**config.mk**
```make
export PLATFORM = sky130hd
export DESIGN_NAME = inst_fetch
export DESIGN_NICKNAME = d
export VERILOG_FILES = /design/src/rtl/inst_fetch_pkg.sv /design/src/rtl/inst_rom.sv /design/src/rtl/inst_fetch.sv
export SDC_FILE = /design/constraint.sdc
export NUM_CORES = 1
export LEC_CHECK = 0
export CAP_MARGIN = 20
export CORE_MARGIN = 4
export CORE_UTILIZATION = 45
export DETAILED_ROUTE_END_ITERATION = 8
export MAX_ROUTING_LAYER = met4
export PLACE_DENSITY = 0.77
export SYNTH_ARGS = -nofsm -noshare
export SYNTH_HDL_FRONTEND = slang
export SYNTH_HIERARCHICAL = 1
export SYNTH_SLANG_ARGS = --single-unit
```
**constraint.sdc**
```tcl
create_clock -name clk -period 2.5 [get_ports clk]
set_input_delay 0.5 -clock clk [delete_from_list [all_inputs] [get_ports clk]]
set_output_delay 0.5 -clock clk [all_outputs]
set_load 0.01 [all_outputs]
```
**src/rtl/inst_fetch_pkg.sv**
```systemverilog
// Shared constants and types for the instruction fetch stage.
// The built-in ROM image lives here so bench and synthesis see the same program.
package inst_fetch_pkg;

  localparam logic [31:0] RESET_PC_DEFAULT = 32'h0000_0000;
  localparam logic [31:0] NOP_INST         = 32'h0000_0000;

  localparam logic [0:0] ST_BOOT = 1'b0;
  localparam logic [0:0] ST_RUN  = 1'b1;

  typedef struct packed {
    logic [31:0] code;
    logic [31:0] pc;
  } fifo_entry_t;

  // Program image: word i holds 32'h1000_0000 + i.
  function automatic logic [31:0] rom_image(input logic [31:0] idx);
    return 32'h1000_0000 + idx;
  endfunction

endpackage

```
**src/rtl/inst_rom.sv**
```systemverilog
// Synchronous-read instruction ROM, one cycle from addr_i/en_i to data_o.
// Contents come from the package image; an empty INIT_FILE name yields an all-NOP ROM.
module inst_rom
  import inst_fetch_pkg::*;
#(
  parameter int    ADDR_W    = 6,
  parameter string INIT_FILE = "inst_rom.coe"
) (
  input  logic              clk,
  input  logic              en_i,
  input  logic [ADDR_W-1:0] addr_i,
  output logic [31:0]       data_o
);

  localparam bit HAS_IMAGE = (INIT_FILE != "");

  logic [31:0] data_q;

  always_ff @(posedge clk) begin
    if (en_i) begin
      data_q <= HAS_IMAGE ? rom_image(32'(addr_i)) : NOP_INST;
    end
  end

  assign data_o = data_q;

endmodule

```
**src/rtl/inst_fetch.sv**
```systemverilog
// Fetch stage: PC, one outstanding ROM read and a 2-entry {code, pc} buffer
// presented to decode over valid/ready; redirect flushes and restarts fetch.
module inst_fetch
  import inst_fetch_pkg::*;
#(
  parameter int          ADDR_W    = 6,
  parameter logic [31:0] RESET_PC  = RESET_PC_DEFAULT,
  parameter string       INIT_FILE = "inst_rom.coe"
) (
  input  logic        clk,
  input  logic        rst,
  input  logic        redirect_valid,
  input  logic [31:0] redirect_pc,
  input  logic        inst_ready,
  output logic        inst_valid,
  output logic [31:0] inst_code,
  output logic [31:0] inst_pc,
  output logic [31:0] pc_plus4
);

  logic [0:0]             state_q, state_d;
  logic [31:0]            fetch_pc_q, fetch_pc_d;
  logic                   pending_q, pending_d;
  logic [31:0]            pending_pc_q, pending_pc_d;
  fifo_entry_t [1:0]      fifo_q, fifo_d;
  logic [1:0]             count_q, count_d;

  logic                   pop;
  logic                   issue;
  logic [1:0]             occupancy;
  logic [31:0]            rom_rdata;
  logic [31:0]            redirect_aligned;
  fifo_entry_t            captured;

  assign inst_valid = (count_q != 2'd0);
  assign inst_code  = fifo_q[0].code;
  assign inst_pc    = fifo_q[0].pc;
  assign pc_plus4   = fifo_q[0].pc + 32'd4;

  assign pop              = inst_valid & inst_ready;
  assign redirect_aligned = redirect_pc & ~32'h0000_0003;
  assign captured         = '{code: rom_rdata, pc: pending_pc_q};

  // Entries the buffer must still hold after this edge, counting the read in flight.
  assign occupancy = count_q - {1'b0, pop} + {1'b0, pending_q};
  assign issue     = !redirect_valid && ((state_q == ST_BOOT) || (occupancy < 2'd2));

  inst_rom #(
    .ADDR_W    (ADDR_W),
    .INIT_FILE (INIT_FILE)
  ) u_rom (
    .clk    (clk),
    .en_i   (issue),
    .addr_i (fetch_pc_q[ADDR_W+1:2]),
    .data_o (rom_rdata)
  );

  always_comb begin
    state_d      = state_q;
    fetch_pc_d   = fetch_pc_q;
    pending_d    = pending_q;
    pending_pc_d = pending_pc_q;
    fifo_d       = fifo_q;
    count_d      = count_q;

    if (redirect_valid) begin
      state_d    = ST_RUN;
      fetch_pc_d = redirect_aligned;
      pending_d  = 1'b0;
      count_d    = 2'd0;
    end else begin
      state_d = ST_RUN;

      if (pop) begin
        fifo_d[0] = fifo_q[1];
        count_d   = count_q - 2'd1;
      end

      if (pending_q) begin
        if (count_d == 2'd0) begin
          fifo_d[0] = captured;
        end else begin
          fifo_d[1] = captured;
        end
        count_d = count_d + 2'd1;
      end

      if (issue) begin
        pending_d    = 1'b1;
        pending_pc_d = fetch_pc_q;
        fetch_pc_d   = fetch_pc_q + 32'd4;
      end else begin
        pending_d = 1'b0;
      end
    end
  end

  always_ff @(posedge clk or negedge rst) begin
    if (!rst) begin
      state_q      <= ST_BOOT;
      fetch_pc_q   <= RESET_PC;
      pending_q    <= 1'b0;
      pending_pc_q <= RESET_PC;
      fifo_q       <= '0;
      count_q      <= 2'd0;
    end else begin
      state_q      <= state_d;
      fetch_pc_q   <= fetch_pc_d;
      pending_q    <= pending_d;
      pending_pc_q <= pending_pc_d;
      fifo_q       <= fifo_d;
      count_q      <= count_d;
    end
  end

endmodule
```
==> impl_metrics.csv, run 1 <==
group,metric,value,unit
run_status,status,"finished with violations",
run_status,violations,"setup timing",
layout,final_layout_size_suffix_gt1_share,26.1,%
drt,first_pass_iters,4,
logic_synthesis,synth.most_common_cell,"dfrtp_1",
clock_network,clk_latency,0.42,ns
logic_synthesis,synth_edf_count,6,
setup_path,reg2reg_from,"count_q[0]$_DFF_PN0_",
drt,routed_wl,20100,µm
drt,wire_per_inst,15.6,µm
setup_path,cp_slowest_cell,"dfrtp_1",
clock_network,clk_pin_slew,0.07,ns
grt,grt_pass1_wl,32500,µm
logic_synthesis,synth_ff_type,"dfrtp_1",
setup_path,path_depth,9,
setup_path,worst-path-max-fanout,4,
grt,grt_max_degree,63,
grt,grt_pass1_vias,6257,
logic_synthesis,synth_top_area_share,47.8,%
setup_path,start_kind,"flop",
setup_path,crit_path_end_kind,"primary output",
sta,tns,-0.185,ns
setup_path,reg2reg_depth,12,
floorplan,coreArea,21800,µm²
logic_synthesis,yosysTopAreaCell,"dfrtp_1",
floorplan,io_pins,133,
power_and_ir_drop,seq_power_share,33.5,%
setup_path,crit_start,"inst_pc[3]$_DFFE_PN0N_",
clock_network,clockRootBuffer,"clkbuf_16",
power_and_ir_drop,switching_share,35.1,%
job,maxCapViolations,0,
layout,areaGrowthSynthToFinish,24.7,%
sta,whs,0.0500,ns
sta,finalCritPeriodShare,102,%
logic_synthesis,synthArstFlopShare,96.9,%
floorplan,fp.dieW,157,µm
setup_path,cp_slowest_stage_delay,0.36,ns
logic_synthesis,syn_area,9950,µm²
grt,overflow,0,
setup_path,critical_path.endpoint,"pc_plus4[30]",
layout,finish.instance_area,12400,µm²
logic_synthesis,synth-warning-count,6,
clock_network,htreeDepth,4,
place,io_buffers,130,
drt,ant_nets,0,
sta,worst_slew_pin_slew,0.547,ns
setup_path,crit_path_cell_trace,"ha_2 > and2_4 > nand4_1 > nor2_4 > buf_6 > buf_6 > nand3_2 > xnor2_2 > buf_2",
power_and_ir_drop,comb_power_share,48.5,%
floorplan,die_y,157,µm
power_and_ir_drop,power.internal,10.6,mW
sta,finalSetupViolCount,8,
logic_synthesis,synthTopCellsByCount,"dfrtp_1 (190), buf_4 (96), nor2_1 (72), a21oi_1 (67), mux2_2 (65)",
power_and_ir_drop,power_density,1320,nW/µm²
logic_synthesis,synth-seq-area-share,49.6,%
sta,drv_slew,0,
clock_network,numCtsBuffers,17,
clock_network,postCtsHoldBufs,0,
floorplan,start_util,45.6,%
setup_path,critical_path.top_delay_family,"simple AND/OR/NAND/NOR gates",
sta,fin_worst_skew,0.00804,ns
clock_network,cts.sinks,196,
hold_path,hold_path_class,"primary input to asynchronous set/reset pin",
power_and_ir_drop,ir_drop,0.736,mV
drt,drc,0,
power_and_ir_drop,switchingPower,5.74,mW
layout,n_antenna_cell,0,
setup_path,crit_top_cell,"buf_6",
power_and_ir_drop,total_power,16.4,mW
grt,grt_usage,17.0,%
layout,fillCellCount,1810,
place,hpwlAfterDp,14400,µm
power_and_ir_drop,power_frac_clock,18.1,%
power_and_ir_drop,leakagePower,5.41,nW
sta,hold_viol,0,
floorplan,rows,54,
logic_synthesis,synth.area.top_cells,"dfrtp_1 (48%), mux2_2 (7.4%), buf_4 (7.2%)",
drt,vias_per_cell,5.01,
layout,fin_nets,1035,
setup_path,r2r_slack,0.08,ns
clock_network,cts_tree,"built",
sta,relSlewSlack,63.6,%
logic_synthesis,ys_ff_latch,196,
sta,layout_setup_ws,-0.0552,ns
setup_path,critPathKind,"flop to primary output",
setup_path,required,2.00,ns
grt,antenna_found_initial,0,
logic_synthesis,avgSynthCellArea,11.4,µm²
floorplan,fp.dieArea,24600,µm²
setup_path,r2r_end,"fetch_pc_q[22]$_DFFE_PN0P_",
setup_path,critical_path_buf_inv_count,3,
logic_synthesis,synthDistinctLibCells,43,
place,place_area,11500,µm²
place,place_congestion,0.825,
sta,fmax,391,MHz
logic_synthesis,synthCells,870,
drt,first_iter_violations,283,
setup_path,arrival,2.06,ns
drt,vias,6445,
sta,finalCriticalPeriod,2.56,ns
sta,rsz0062_at_grt,"true",
clock_network,cts_max_path_buffers,2,
-- state kept, by name, indices dropped and copies added (netlist names) --
register and flops:
fifo_q 62, inst_code 32, inst_pc 32, fetch_pc_q 30, pending_pc_q 30, u_rom/data_o 6
count_q 2, pending_q 1, state_q 1
-- power groups by stage --
stage / Combinational [mW] / Clock [mW] / Sequential (mW)
floorplan: 4.81 / 0 / 5.36
global placement: 7.36 / 0 / 5.43
detailed placement: 7.52 / 0 / 5.52
CTS: 7.47 / 3.02 / 5.46
global route: 8.63 / 3.17 / 5.66
finish: 7.94 / 2.96 / 5.48
-- worst reg2reg max path, cell delays in order (launching register included) --
cell and delay, ns:
dfrtp_1 0.34, inv_1 0.05, ha_2 0.17, nand2b_4 0.16, xnor2_4 0.14, ha_4 0.17, xnor2_2 0.14, xnor2_2 0.19
buf_12 0.18, buf_4 0.14, a2111oi_4 0.35, xnor2_1 0.17, o21ai_1 0.08
-- layout by cell type (no fill, tap or decap), types with 27 or more instances in the layout --
cell             instances
xnor2_1                 41
a21oi_1                 66
mux2i_1                 63
nand2_1                 46
mux2_1                  30
dfrtp_1                190
buf_4                   66
clkdlybuf4s50_1        103
mux2_2                  65
conb_1                  27
nor2_1                  68
-- what timing repair did --
item,CTS,global route
buffers inserted,5,10
pin swaps,6,23
cloned,0,3
resized for setup,89,40
endpoints found under the setup margin,52,71
-- per-stage QoR --
step,utilization [%],setup slack [ns],cells
final,56.9,-0.0552,1287
after global routing,56.9,-0.174,1287
after CTS,55.7,-0.158,1274
after detailed placement,52.7,-0.338,1237
after global placement,52.7,-0.294,1237
after floorplan,-,-0.00539,894
-- logic make-up (layout without fill, tap and decap cells) --
group | after synthesis | in the layout | share of synthesized area (%)
AO/OA/AOI/OAI | 121 | 121 | 9.02
XOR/XNOR | 58 | 58 | 5.10
adder cells (fa/ha/maj) | 5 | 5 | 0.628
buffers and inverters | 149 | 262 | 9.58
flip-flops | 196 | 196 | 49.6
multiplexers | 158 | 158 | 17.1
other | 3 | 27 | 0.113
AND/OR/NAND/NOR | 180 | 180 | 8.90
-- layout make-up --
cell class	instances	area (µm²)	share of cell area, %
clock inverter	15	219	1.76
tap	280	350	2.82
inverter	11	41.3	0.333
timing repair buffer	219	2090	16.9
clock buffer	17	425	3.43
sequential	196	4930	39.8
multi-input combinational	549	4350	35.0
-- layer usage --
metal	vias up	track usage, %	wire, µm
met5	-	-	0
met4	0	4.96	365
met3	23	3.15	663
met2	143	26.8	9880
met1	3136	22.5	9180
li1	3143	-	-
-- worst min path at each step --
| stage | start | depth (start not counted) | slack [ns] | endpoint |
|---|---|---|---|---|
| floorplan | rst | 0 | 0.20 | count_q[0]$_DFF_PN0_ |
| global placement | pending_pc_q[12]$_DFFE_PN0P_ | 1 | 0.49 | pending_pc_q[12]$_DFFE_PN0P_ |
| detailed placement | u_rom/data_o[2]$_DFFE_PP_ | 1 | 0.50 | fifo_q[98]$_DFFE_PN0P_ |
| CTS | rst | 1 | 0.07 | inst_code[26]$_DFFE_PN0N_ |
| global route | rst | 1 | 0.08 | fifo_q[122]$_DFFE_PN0P_ |
| finish | rst | 1 | 0.05 | inst_code[26]$_DFFE_PN0N_ |
No activity file was read; power rests on OpenSTA's default activity.
==> inputs of run 2 (changes only) <==
- CTS_BUF_LIST: not set -> sky130_fd_sc_hd__clkbuf_8
==> run 2 against run 1 <==
Compared with the run above: the flow still finishes with violations (setup timing); non-clock buffer count did not move; worst setup slack got worse by 0.046 ns; total power down 4.2%; sequential power barely moved; cell count unchanged; utilization is 0.65 points lower; via count down 0.40%; maximum frequency decreased by 1.8%; clock-buffer cell count unchanged; final area is 1.1% lower; routed wire length down 0.48%; critical path type unchanged; critical endpoint unchanged; largest power group unchanged.
==> impl_metrics.csv, run 2 (synthesis gave the netlist of run 1 again) <==
group,metric,value,unit
run_status,status,"finished with violations",
run_status,violations,"setup timing",
setup_path,critPathKind,"flop to primary output",
place,hpwlAfterDp,14400,µm
layout,areaGrowthSynthToFinish,23.2,%
setup_path,required,2.00,ns
layout,finish.instance_area,12300,µm²
place,io_buffers,130,
power_and_ir_drop,ir_drop,0.802,mV
floorplan,rows,54,
power_and_ir_drop,leakagePower,5.37,nW
layout,fin_nets,1035,
sta,worst_slew_pin_slew,0.554,ns
drt,wire_per_inst,15.5,µm
layout,fin_cells,1287,
clock_network,htreeDepth,4,
floorplan,start_util,45.6,%
floorplan,coreArea,21800,µm²
floorplan,io_pins,133,
floorplan,die_y,157,µm
setup_path,worst-path-max-fanout,4,
setup_path,arrival,2.10,ns
grt,overflow,0,
drt,first_iter_violations,304,
drt,first_pass_iters,4,
place,place_inst,1237,
layout,final_common_cell,"dfrtp_1",
hold_path,hold_path_class,"primary input to asynchronous set/reset pin",
layout,fillCellCount,1832,
drt,vias_per_cell,4.99,
clock_network,clockRootBuffer,"clkbuf_8",
drt,routed_wl,20000,µm
setup_path,reg2reg_depth,12,
drt,vias,6419,
clock_network,cts_tree,"built",
drt,ant_nets,0,
sta,finalSetupViolCount,12,
sta,finalCritPeriodShare,104,%
layout,mostFrequentLayoutCells,"dfrtp_1 (190), clkdlybuf4s50_1 (100), nor2_1 (68), a21oi_1 (66), mux2_2 (65)",
clock_network,clk_pin_slew,0.10,ns
setup_path,reg2reg_from,"count_q[0]$_DFF_PN0_",
floorplan,fp.dieW,157,µm
clock_network,cts_max_path_buffers,2,
sta,rsz0062_at_grt,"true",
place,place_congestion,0.825,
place,dpl_worst_slack,-0.338,ns
sta,relSlewSlack,63.1,%
clock_network,numCtsBuffers,17,
grt,grt_max_degree,63,
layout,final_layout_size_suffix_gt1_share,26.6,%
layout,n_antenna_cell,0,
setup_path,start_kind,"flop",
drt,drc,0,
sta,finalCriticalPeriod,2.60,ns
layout,largest_register_ffs,62,
sta,hold_viol,0,
layout,top_register,"fifo_q",
power_and_ir_drop,power_density,1280,nW/µm²
job,maxCapViolations,0,
grt,grt_pass1_vias,6216,
place,place_area,11500,µm²
clock_network,clk_latency,0.46,ns
floorplan,fp.dieArea,24600,µm²
grt,grt_pass1_wl,32500,µm
setup_path,r2r_end,"fetch_pc_q[12]$_DFFE_PN0P_",
sta,drv_slew,0,
clock_network,cts.sinks,196,
sta,fin_worst_skew,0.0126,ns
setup_path,crit_path_end_kind,"primary output",
sta,layout_setup_ws,-0.102,ns
grt,grt_usage,17.0,%
sta,fmax,384,MHz
setup_path,r2r_slack,0.10,ns
grt,antenna_found_initial,0,
[run 2: cell count changes in the layout (fill, tap and decap cells not counted), moves of 3 or more]
cell,change
buf_6,+4
clkbuf_16,-17
clkdlybuf4s50_1,-3
clkbuf_8,+17
buf_4,-3
[run 2: per-stage QoR]
step                      hold slack (ns)  TNS (ns)  utilization (%)  total power [mW]
after floorplan                     0.204    -0.107                -              10.2
after global placement              0.488    -24.02             52.7              12.8
after detailed placement            0.495    -29.67             52.7              13.0
after CTS                          0.0113     -1.22             55.3              15.3
after global routing               0.0181     -2.88             56.2              16.8
final                             0.00631    -0.631             56.2              15.7
[run 2: area by class of cell]
cell class	instances	area, µm²	area share (%)
sequential	196	4930	40.2
multi-input combinational	549	4370	35.6
timing repair buffer	219	2120	17.3
tap	280	350	2.86
clock buffer	17	234	1.91
clock inverter	15	219	1.78
inverter	11	41.3	0.337
[run 2: repair_timing]
action / in CTS / in global routing
setup endpoints to repair: 44 / 73
buffers inserted: 11 / 6
hold endpoints to repair: 0 / 0
gates cloned: 0 / 3
resized for setup: 117 / 34
pin swaps: 18 / 29
hold buffers: 0 / 0
[run 2: worst max-delay path by stage]
| stage | cells after the start | start | end | slack, ns |
|---|---|---|---|---|
| after floorplan | 11 | count_q[0]$_DFF_PN0_ | pending_pc_q[2]$_DFFE_PN0P_ | -0.005 |
| after global placement | 11 | inst_ready | fetch_pc_q[25]$_DFFE_PN0P_ | -0.29 |
| after detailed placement | 10 | inst_ready | pending_pc_q[12]$_DFFE_PN0P_ | -0.34 |
| after CTS | 9 | inst_pc[3]$_DFFE_PN0N_ | pc_plus4[30] | -0.19 |
| after global routing | 9 | inst_pc[2]$_DFFE_PN0N_ | pc_plus4[30] | -0.25 |
| final | 9 | inst_pc[2]$_DFFE_PN0N_ | pc_plus4[30] | -0.10 |
[run 2: power breakdown]
group	total [mW]	switching (mW)	leakage (nW)	internal (mW)
Sequential	5.48	0.911	2.30	4.57
Combinational	7.93	3.59	2.85	4.34
Clock	2.29	1.16	0.222	1.12
Total	15.7	5.66	5.37	10.0
[run 2: metal layers]
metal | wire (µm) | track usage (%) | vias to the layer above
met2 | 9730 | 27.0 | 124
met1 | 9220 | 22.4 | 3119
li1 | - | - | 3151
met5 | 0 | - | -
met3 | 660 | 3.40 | 25
met4 | 383 | 4.67 | 0
[run 2: critical path, stage by stage (launching register included)]
cell and delay [ns]:
dfrtp_1 0.37, ha_2 0.19, and2_4 0.14, nand4_1 0.16, nor2_4 0.15, buf_6 0.13, buf_6 0.12, nand3_2 0.10
xnor2_2 0.14, buf_2 0.15
==> inputs of run 3 (changes only) <==
- RECOVER_POWER: not set -> 100
- SKIP_LAST_GASP: not set -> 1
==> run 3 against run 2 <==
Compared with the run above: combinational power fell by 4.9%; critical path depth up 3; clock-buffer cell count unchanged; worst hold slack better by 0.41 ns; critical path type is now flop to flop; maximum frequency decreased by 2.8%; the flow finishes with violations (capacitance limit, slew limit, setup timing); final area is 1.1% lower; non-clock buffer count did not move; total power down 2.6%; register-to-register slack got worse by 0.28 ns; global-route usage is essentially flat.
==> impl_metrics.csv, run 3 (synthesis gave the netlist of run 1 again) <==
group,metric,value,unit
setup_path,reg2reg_from,"count_q[0]$_DFF_PN0_",
clock_network,postCtsHoldBufs,0,
clock_network,htreeDepth,4,
floorplan,fp.dieW,157,µm
floorplan,die_y,157,µm
setup_path,arrival,3.03,ns
place,place_inst,1237,
floorplan,coreArea,21800,µm²
setup_path,required,2.86,ns
sta,rsz0062_at_grt,"true",
layout,final_util,55.6,%
layout,fin_nets,1035,
grt,grt_max_degree,63,
power_and_ir_drop,leakagePower,5.31,nW
floorplan,fp.dieArea,24600,µm²
layout,n_antenna_cell,0,
run_status,status,"finished with violations",
drt,drc,0,
run_status,violations,"capacitance limit, slew limit, setup timing",
layout,final_layout_size_suffix_gt1_share,25.6,%
setup_path,cp_slowest_stage_delay,0.43,ns
grt,grt_pass1_vias,6209,
place,io_buffers,130,
sta,tns,-8.99,ns
clock_network,clockRootBuffer,"clkbuf_8",
sta,fmax,374,MHz
drt,vias_per_cell,4.97,
drt,vias,6402,
clock_network,numCtsBuffers,17,
layout,final_common_cell,"dfrtp_1",
sta,finalCritPeriodShare,107,%
clock_network,clk_pin_slew,0.10,ns
sta,relSlewSlack,-6.30,%
layout,top_register,"fifo_q",
setup_path,critical_path_buf_inv_count,3,
clock_network,cts_tree,"built",
hold_path,hold_path_class,"primary input to asynchronous set/reset pin",
layout,largest_register_ffs,62,
drt,first_iter_violations,323,
drt,first_pass_iters,6,
grt,antenna_found_initial,0,
job,maxCapViolations,1,
floorplan,start_util,45.6,%
sta,layout_setup_ws,-0.176,ns
setup_path,critPathKind,"flop to flop",
drt,routed_wl,19900,µm
floorplan,io_pins,133,
sta,drv_slew,63,
grt,grt_usage,17.0,%
clock_network,cts_max_path_buffers,2,
layout,mostFrequentLayoutCells,"dfrtp_1 (190), nor2_1 (68), dlygate4sd3_1 (67), a21oi_1 (66), mux2_2 (65)",
sta,finalCriticalPeriod,2.68,ns
floorplan,rows,54,
drt,ant_nets,0,
power_and_ir_drop,power_density,1260,nW/µm²
grt,grt_pass1_wl,32500,µm
grt,overflow,0,
power_and_ir_drop,ir_drop,0.595,mV
setup_path,crit_path_cell_trace,"inv_1 > ha_1 > nand2b_1 > xnor2_1 > ha_4 > xnor2_2 > xnor2_1 > buf_12 > buf_12 > a21oi_1 > xor2_1 > mux2_2",
sta,finalSetupViolCount,104,
setup_path,r2r_slack,-0.18,ns
place,hpwlAfterDp,14400,µm
place,place_congestion,0.825,
clock_network,cts.sinks,196,
setup_path,critical_path.top_delay_family,"XOR/XNOR gates",
layout,fillCellCount,1856,
setup_path,crit_path_end_kind,"flop",
sta,fin_worst_skew,0.0108,ns
setup_path,worst-path-max-fanout,7,
clock_network,clk_latency,0.46,ns
setup_path,reg2reg_depth,12,
sta,worst_slew_pin_slew,1.59,ns
drt,wire_per_inst,15.5,µm
layout,fin_cells,1287,
sta,hold_viol,0,
layout,areaGrowthSynthToFinish,21.9,%
setup_path,cp_slowest_cell,"xnor2_1",
setup_path,r2r_end,"fetch_pc_q[12]$_DFFE_PN0P_",
setup_path,start_kind,"flop",
==> run 3: through the flow <==
step	hold WS, ns	instance area (µm²)	total power [mW]	worst slack, ns
final	0.420	12100	15.3	-0.176
after global routing	0.437	12100	16.4	-0.335
after CTS	0.0113	12100	15.4	-0.213
after detailed placement	0.495	11500	13.0	-0.338
after global placement	0.488	11500	12.8	-0.294
after floorplan	0.204	10000	10.2	-0.00539
==> run 3: cell type report <==
type                    instances  area (µm²)  area share (%)
flip-flops and latches        196        4930            40.7
multi-input cells             549        4330            35.7
repair buffers                219        2030            16.7
well taps                     280         350            2.89
clock buffers                  17         234            1.93
clock inverters                15         219            1.80
inverters                      11        41.3           0.340
==> run 3: power by group <==
group	internal, mW	switching, mW
sequential	4.56	0.885
combinational	4.01	3.54
clock	1.12	1.16
total	9.69	5.59
==> run 3: worst max path at each step <==
stage | start | to | cells after the start
after floorplan | count_q[0]$_DFF_PN0_ | pending_pc_q[2]$_DFFE_PN0P_ | 11
after global placement | inst_ready | fetch_pc_q[25]$_DFFE_PN0P_ | 11
after detailed placement | inst_ready | pending_pc_q[12]$_DFFE_PN0P_ | 10
after CTS | inst_pc[3]$_DFFE_PN0N_ | pc_plus4[30] | 9
after global routing | count_q[1]$_DFF_PN0_ | fetch_pc_q[12]$_DFFE_PN0P_ | 12
final | count_q[0]$_DFF_PN0_ | fetch_pc_q[12]$_DFFE_PN0P_ | 12
==> run 3: timing repair <==
action                     CTS  global route
setup endpoints to repair   44            74
gates cloned                 0             3
resized for setup          113            33
setup buffers               11             6
pin swaps                   18            32
==> run 3: metal layers <==
metal | track usage [%] | part of all wire (%) | up-vias
li1 | - | - | 3155
met1 | 22.4 | 46 | 3086
met2 | 27.0 | 49 | 141
met3 | 3.40 | 3.7 | 20
met4 | 4.67 | 1.5 | 0
met5 | - | 0 | -
